===== src/rtl/router_sync_multi.sv =====
// Router FSM to NUM_CH output FIFO synchroniser: address latch, one-hot write steer, full mux, stall timeout.
// Optional per-channel soft_reset pulse counters when ROUTER_SYNC_SRST_CNT_EN is defined.
module router_sync_multi #(
  parameter int NUM_CH  = 3,
  parameter int ADDR_W  = 2,
  parameter int TIMEOUT = 30
) (
  input  logic                clock,
  input  logic                reset,
  input  logic                detect_add,
  input  logic [ADDR_W-1:0]   data_in,
  input  logic                write_enb_reg,
  input  logic [NUM_CH-1:0]   full,
  input  logic [NUM_CH-1:0]   empty,
  input  logic [NUM_CH-1:0]   read_enb,
  output logic [NUM_CH-1:0]   write_enb,
  output logic                fifo_full,
  output logic                addr_err,
  output logic [NUM_CH-1:0]   vld_out,
`ifdef ROUTER_SYNC_SRST_CNT_EN
  output logic [NUM_CH*8-1:0] srst_cnt,
`endif
  output logic [NUM_CH-1:0]   soft_reset
);

  localparam int CNT_W = $clog2(TIMEOUT);
  localparam logic [CNT_W-1:0] CNT_LAST = CNT_W'(TIMEOUT - 1);

  logic [ADDR_W-1:0] addr_reg;
  logic              addr_vld;
  logic [CNT_W-1:0]  cnt [NUM_CH];
  logic [NUM_CH-1:0] fire;

  always_ff @(posedge clock or posedge reset) begin
    if (reset) begin
      addr_reg <= '0;
      addr_vld <= 1'b0;
    end else if (detect_add) begin
      addr_reg <= data_in;
      addr_vld <= 1'b1;
    end
  end

  // Decode straight off the register so a same-cycle detect_add still steers to the old address.
  always_comb begin
    write_enb = '0;
    fifo_full = 1'b0;
    for (int i = 0; i < NUM_CH; i++) begin
      if (addr_vld && addr_reg == ADDR_W'(i)) begin
        write_enb[i] = write_enb_reg;
        fifo_full    = full[i];
      end
    end
  end

  assign addr_err = addr_vld && ({1'b0, addr_reg} >= (ADDR_W + 1)'(NUM_CH));
  assign vld_out  = ~empty;

  always_comb begin
    fire = '0;
    for (int i = 0; i < NUM_CH; i++) begin
      fire[i] = vld_out[i] && !read_enb[i] && (cnt[i] == CNT_LAST);
    end
  end

  always_ff @(posedge clock or posedge reset) begin
    if (reset) begin
      for (int i = 0; i < NUM_CH; i++) cnt[i] <= '0;
      soft_reset <= '0;
    end else begin
      for (int i = 0; i < NUM_CH; i++) begin
        if (read_enb[i] || !vld_out[i] || fire[i]) cnt[i] <= '0;
        else                                       cnt[i] <= cnt[i] + 1'b1;
      end
      soft_reset <= fire;
    end
  end

`ifdef ROUTER_SYNC_SRST_CNT_EN
  logic [7:0] pulse_cnt [NUM_CH];

  always_ff @(posedge clock or posedge reset) begin
    if (reset) begin
      for (int i = 0; i < NUM_CH; i++) pulse_cnt[i] <= '0;
    end else begin
      for (int i = 0; i < NUM_CH; i++) begin
        if (fire[i] && pulse_cnt[i] != 8'hFF) pulse_cnt[i] <= pulse_cnt[i] + 1'b1;
      end
    end
  end

  always_comb begin
    srst_cnt = '0;
    for (int i = 0; i < NUM_CH; i++) srst_cnt[8*i +: 8] = pulse_cnt[i];
  end
`endif

endmodule


===== config.mk =====
export PLATFORM = sky130hd
export DESIGN_NAME = router_sync_multi
export DESIGN_NICKNAME = d
export VERILOG_FILES = /design/src/rtl/router_sync_multi.sv
export SDC_FILE = /design/constraint.sdc
export NUM_CORES = 1
export LEC_CHECK = 0
export ABC_CLOCK_PERIOD_IN_PS = 1700
export CORE_MARGIN = 1
export CORE_UTILIZATION = 46
export DETAILED_ROUTE_END_ITERATION = 10
export PLACE_DENSITY = 0.78
export SLEW_MARGIN = 20
export SYNTH_ARGS = -nofsm -noshare
export SYNTH_HDL_FRONTEND = slang
export SYNTH_SLANG_ARGS = --single-unit

===== constraint.sdc =====
create_clock -name clock -period 1.7 [get_ports clock]
set_clock_uncertainty 0.2 [all_clocks]
set_input_delay 0.17 -clock clock [delete_from_list [all_inputs] [get_ports clock]]
set_output_delay 0.17 -clock clock [all_outputs]
set_load 0.005 [all_outputs]

==> out/results.tsv, run 1 <==
stage	metric	value	unit
final_layout	Layout Utilization	69.8	%
power_and_ir_drop	power share of the combinational group	13.6	%
final_layout	nets@finish	144	
routing	Pre-Repair DR Iteration Count	5	
final_layout	area grow syn2layout	35.7	%
timing	min cycle time layout	1680	ps
routing	Iter 0 DRT Violations	7	
yosys	ranking of synthesized cells by area	dfrtp_1 56%, ha_1 8.0%, nor2_1 7.2%	
timing	FMAX	594	MHz
routing	drc violations	0	
final_layout	proportion of layout cells with a drive suffix above 1	8.20	%
final_layout	post-route cell area	1270	um^2
worst_hold_path	Hold Path Class	primary input to flip-flop	
setup_path	Max FO, Critical Path	3	
cts	TritonCTS Buffers	3	
die	# rows	15	
cts	CTS tree	yes	
power_and_ir_drop	internal cell power	0.674	mW
die	core area	1820	um^2
die	Die Ht	47.1	um
setup_path	worst setup path class	flip-flop to output port	
cts	CTS H-tree depth	1	
cts	CTS max path bufs	2	
power_and_ir_drop	Switching Share	23.1	%
setup_path	Worst EP arrival	1310	ps
final_layout	most frequent cells in the layout	21 x dfrtp_1, 20 x clkdlybuf4s50_1, 18 x nor2_1	
global_route	largest net degree at the start of global routing	22	
final_layout	final std cells w/o fill	147	
setup_path	CP Data Required Time	1330	ps
timing	Pins Over Slew Limit	0	
place	Placer Congestion	0.753	
yosys	Net Count, Synth	109	
timing	period utilization	99.0	%
routing	routed wire length	1.69	mm
setup_path	type of destination of the critical path	output port	
die	die area	2220	um^2
global_route	vias in the first global route	654	
routing	vias post-DR	701	
yosys	Synth area leader	dfrtp_1	
yosys	Seq cells post-synth	21	
power_and_ir_drop	Max VDD drop	0.495	mV
timing	final hold slack	241	ps
yosys	Post-Synthesis Cells	88	
timing	RSZ-0062 raised after global routing	true	
cts	clock slew at reported path FFs	110	ps
die	Initial Util	51.4	%
global_route	Total GRT Usage	17.5	%
flow_run	MaxCap Viol Count	0	
die	I/O pin count	26	
global_route	antenna violations before repair	0	
yosys	synth warn	0	
yosys	sequential area share after synthesis	56.1	%
yosys	Mapped Avg Cell Area	10.6	um^2
timing	Final setup violation count	0	
global_route	first-pass GRT wire length	2.54	mm
routing	wire per inst	11.5	um
cts	Clk Tree Root Cell	clkbuf_4	
routing	drt via density	4.77	
power_and_ir_drop	Clk pwr share	26.7	%
global_route	Remaining Overflow, GRT	0	
place	dpl hpwl	1.25	mm
final_layout	max reg flops	15	
cts	Clk Latency, worst-skew pair	300	ps
place	placed insts	139	
die	die width	47.1	um
timing	normalized max-slew margin	82.1	%
yosys	post-synth top area share	56.1	%
yosys	mapped cell area	936	um^2
power_and_ir_drop	Sequential Power Share	59.6	%
setup_path	crit start category	flip-flop	
power_and_ir_drop	PwrDens	690	nW/um^2
place	Port Buf Inserts	25	
place	post-place instance area	1220	um^2
routing	post-route antenna net violation count	0	
run_status	status	completed	
cts	Sink Count	21	
final_layout	Antenna diodes	0	
power_and_ir_drop	Static Leak	0.594	nW
timing	Worst-Margin Slew	269	ps
final_layout	commonest non-fill, non-tap cell in the layout	dfrtp_1	
timing	final hold vios	0	
power_and_ir_drop	Switch Pwr	0.202	mW
yosys	Unique masters post-synth	18	
==> stage by stage <==
stage | total power, mW | setup slack, ps | TNS (ps)
after floorplan | 0.575 | 500 | 0
after global placement | 0.647 | -84.9 | -285
after detailed placement | 0.652 | -157 | -386
after CTS | 0.888 | -3.02 | -3.02
after global routing | 0.909 | -65.5 | -65.5
final | 0.876 | 16.6 | 0
==> power groups by stage <==
stage	Clock, mW	Sequential, mW	Combinational (mW)
final	0.234	0.523	0.119
after global routing	0.251	0.525	0.133
after CTS	0.243	0.523	0.122
after detailed placement	0	0.535	0.117
after global placement	0	0.534	0.113
after floorplan	0	0.531	0.0438
==> cell usage after synthesis <==
| library cell | instances |
|---|---|
| and2_1 | 1 |
| and3_1 | 1 |
| dfrtp_1 | 21 |
| ha_1 | 6 |
| inv_1 | 7 |
| mux2_1 | 2 |
| mux2i_1 | 1 |
| nand2_1 | 4 |
| nand3_1 | 6 |
| nand3b_1 | 1 |
| nand4_1 | 3 |
| nor2_1 | 18 |
| nor3_1 | 4 |
| nor3b_1 | 2 |
| o21ai_1 | 1 |
| or2_1 | 1 |
| xnor2_1 | 3 |
| xor2_1 | 6 |
==> repair_timing <==
item	CTS	global route
buffers inserted	3	0
pin swaps	1	0
endpoints found under the setup margin	5	3
gates resized for setup	9	4
endpoints found under the hold margin	21	0
hold buffers	1	0
==> per-layer routing <==
layer  vias up  track usage (%)  share of wire, %
li1        352                -                 -
met1       321             18.7                44
met2        24             31.1                49
met3         4             3.08               5.8
met4         0             12.0               1.4
met5         -                0                 0
==> path summary, 6_finish.rpt <==
kind	end	start	slack, ps	cells past startpoint
max in group asynchronous	cnt[8]$_DFF_PP0_	reset	530	4
hold reg to reg	cnt[0]$_DFF_PP0_	cnt[0]$_DFF_PP0_	300	1
setup / recovery	fifo_full	addr_reg[1]$_DFFE_PP0P_	20	5
setup reg to reg	cnt[9]$_DFF_PP0_	cnt[5]$_DFF_PP0_	400	4
min in group asynchronous	cnt[0]$_DFF_PP0_	reset	550	4
hold / removal	soft_reset[1]$_DFF_PP0_	read_enb[1]	240	2
==> cells by family (layout without fill, tap and decap cells) <==
family / count (synthesis) / after routing / share of synthesized area, %
buffers and inverters: 7 / 41 / 2.81
XOR/XNOR: 9 / 9 / 8.42
adder cells (fa/ha/maj): 6 / 6 / 8.02
AO/OA/AOI/OAI: 1 / 1 / 0.534
flip-flops: 21 / 21 / 56.1
AND/OR/NAND/NOR: 41 / 41 / 20.6
multiplexers: 3 / 3 / 3.48
==> critical path, stage by stage (launching register included) <==
cell and delay, ps:
dfrtp_1 410, buf_6 130, mux2i_1 140, o21ai_1 70, and2_1 140, buf_2 130
==> area by class of cell <==
class	instances	area (um^2)
sequential	21	526
fill	159	551
timing repair buffer	30	277
clock buffer	4	26.3
inverter	7	26.3
tap	25	31.3
multi-input combinational	60	384
No activity file was read; power rests on OpenSTA's default activity.
==> run 2, diff against run 1 <==
Settings changed: DONT_BUFFER_PORTS from default to 1, PLACE_DENSITY 0.78 to 0.62.
==> run 2 against run 1 <==
  * Combinational power is 35% lower
  * Sequential share of layout area increased by 5.5 points
  * Count of clock-buffer cells in the layout decreased by 1
  * Clock power down 3%
  * Largest cell class unchanged
  * Via count shrank 7.0%
  * Power down 5.3%
  * Routed wire length is 11% lower
  * Sequential cell count did not move
  * Cell count decreased by 12%
==> out/results.tsv, run 2 (synthesized netlist as in run 1, its figures left out) <==
stage	metric	value	unit
cts	Clk Latency, worst-skew pair	300	ps
power_and_ir_drop	Max VDD drop	0.669	mV
die	core area	1820	um^2
die	Die Ht	47.1	um
cts	cts repair resizes	0	
setup_path	max incr delay on CP	470	ps
die	Initial Util	51.4	%
routing	met3 routed WL	77	um
final_layout	Antenna diodes	0	
setup_path	reg-to-reg slack, setup	370	ps
cts	CTS max path bufs	2	
cts	Clk Tree Root Cell	clkbuf_4	
setup_path	CP endpoint	fifo_full	
routing	Routed met1 length	643	um
setup_path	CP max stage cell	dfrtp_1	
timing	period utilization	93.1	%
place	Placer Congestion	0.682	
power_and_ir_drop	PwrDens	741	nW/um^2
setup_path	CP Data Required Time	1330	ps
place	Port Buf Inserts	0	
setup_path	CP cell instances	mux2i_1 > o21ai_1 > and2_1	
setup_path	RR Endpoint	cnt[4]$_DFF_PP0_	
global_route	Total GRT Usage	16.0	%
routing	drt via density	5.02	
worst_hold_path	Hold Path Class	primary input to async pin	
setup_path	Max FO, Critical Path	7	
global_route	antenna violations before repair	0	
final_layout	area grow syn2layout	19.7	%
final_layout	Fillers	160	
routing	Pre-Repair DR Iteration Count	2	
run_status	status	completed	
routing	wire per inst	11.7	um
global_route	vias in the first global route	594	
timing	Final setup violation count	0	
place	dpl hpwl	1.03	mm
place	post-place instance area	975	um^2
final_layout	nets@finish	127	
die	I/O pin count	26	
timing	setup TNS	0	ps
routing	drc violations	0	
routing	vias post-DR	652	
global_route	first-pass GRT wire length	2.33	mm
cts	clock slew at reported path FFs	110	ps
setup_path	r2r worst-path depth	5	
final_layout	most frequent cells in the layout	21 x dfrtp_1, 18 x nor2_1, 11 x dlygate4sd3_1	
setup_path	worst setup path class	flip-flop to output port	
final_layout	commonest non-fill, non-tap cell in the layout	dfrtp_1	
routing	Highest Signal Layer	met4	
final_layout	final std cells w/o fill	130	
flow_run	MaxCap Viol Count	0	
routing	routed wire length	1.52	mm
setup_path	type of destination of the critical path	output port	
global_route	Remaining Overflow, GRT	0	
timing	Worst-Margin Slew	316	ps
timing	min cycle time layout	1580	ps
timing	final hold vios	0	
routing	Iter 0 DRT Violations	6	
cts	CTS tree	yes	
routing	post-route antenna net violation count	0	
setup_path	r2r startpoint	cnt[1]$_DFF_PP0_	
setup_path	Worst Setup SP	addr_reg[1]$_DFFE_PP0P_	
timing	RSZ-0062 raised after global routing	false	
timing	FMAX	632	MHz
global_route	largest net degree at the start of global routing	22	
final_layout	max reg flops	15	
timing	Pins Over Slew Limit	0	
cts	TritonCTS Buffers	3	
routing	met2 routed WL	766	um
die	die width	47.1	um
final_layout	proportion of layout cells with a drive suffix above 1	5.71	%
cts	Sink Count	21	
die	die area	2220	um^2
timing	normalized max-slew margin	78.9	%
setup_path	Worst EP arrival	1210	ps
power_and_ir_drop	Static Leak	0.524	nW
final_layout	post-route cell area	1120	um^2
setup_path	crit start category	flip-flop	
cts	CTS H-tree depth	1	
place	placed insts	114	
die	# rows	15	
## run 2: repair_timing
item,in CTS,in global routing
setup buffers,0,1
endpoints found under the setup margin,0,1
endpoints found under the hold margin,42,1
hold buffers,11,1
## run 2: area by class of cell
cell class	count	area [um^2]	share of cell area, %
Clock buffer	3	22.5	2.01
Clock inverter	1	5.00	0.447
Timing Repair Buffer	13	125	11.2
Inverter	7	26.3	2.35
Sequential cell	21	526	46.9
Tap cell	25	31.3	2.79
Multi-Input combinational cell	60	384	34.3
## run 2: power breakdown
group          leakage, nW  total [mW]  internal (mW)  switching, mW
sequential           0.280       0.525          0.511         0.0144
combinational        0.226      0.0769         0.0399         0.0370
clock               0.0177       0.228         0.0876          0.140
total                0.524       0.830          0.638          0.192
## run 2: routing by layer
metal | track usage [%] | up-vias
li1 | - | 320
met1 | 17.0 | 310
met2 | 27.5 | 17
met3 | 6.15 | 5
met4 | 8.57 | 0
met5 | 0 | -
## run 2: worst min path at each step
stage	start	slack, ps	to	depth (start not counted)
2_1_floorplan	reset	-50	addr_reg[0]$_DFFE_PP0P_	1
6_report	reset	130	addr_reg[1]$_DFFE_PP0P_	3
5_1_grt	reset	130	cnt[4]$_DFF_PP0_	3
4_1_cts	reset	120	addr_reg[1]$_DFFE_PP0P_	3
3_5_place_dp	reset	-90	soft_reset[2]$_DFF_PP0_	2
3_3_place_gp	reset	-90	soft_reset[2]$_DFF_PP0_	2
## run 2: critical path: cells and delay by family (launching register included)
kind               cells  cell delay (ps)
and+or+nand+nor        1              170
DFF                    1              470
AOI/OAI and AO/OA      1               70
muxes                  1              210
## run 2: metrics by stage
step	util [%]	hold WS [ps]	worst slack, ps	power [mW]
final	61.5	125	117	0.830
after global routing	61.5	134	6.61	0.883
after CTS	61.1	124	54.0	0.847
after detailed placement	53.5	-91.5	426	0.589
after global placement	53.5	-91.8	452	0.587
after floorplan	-	-53.5	500	0.575
==> run 3, diff against run 2 <==
Settings changed: REMOVE_ABC_BUFFERS from default to 1, SLEW_MARGIN 20 to default.
==> results of run 3 <==
Final layout, timing and power as in run 2 (identical DEF).
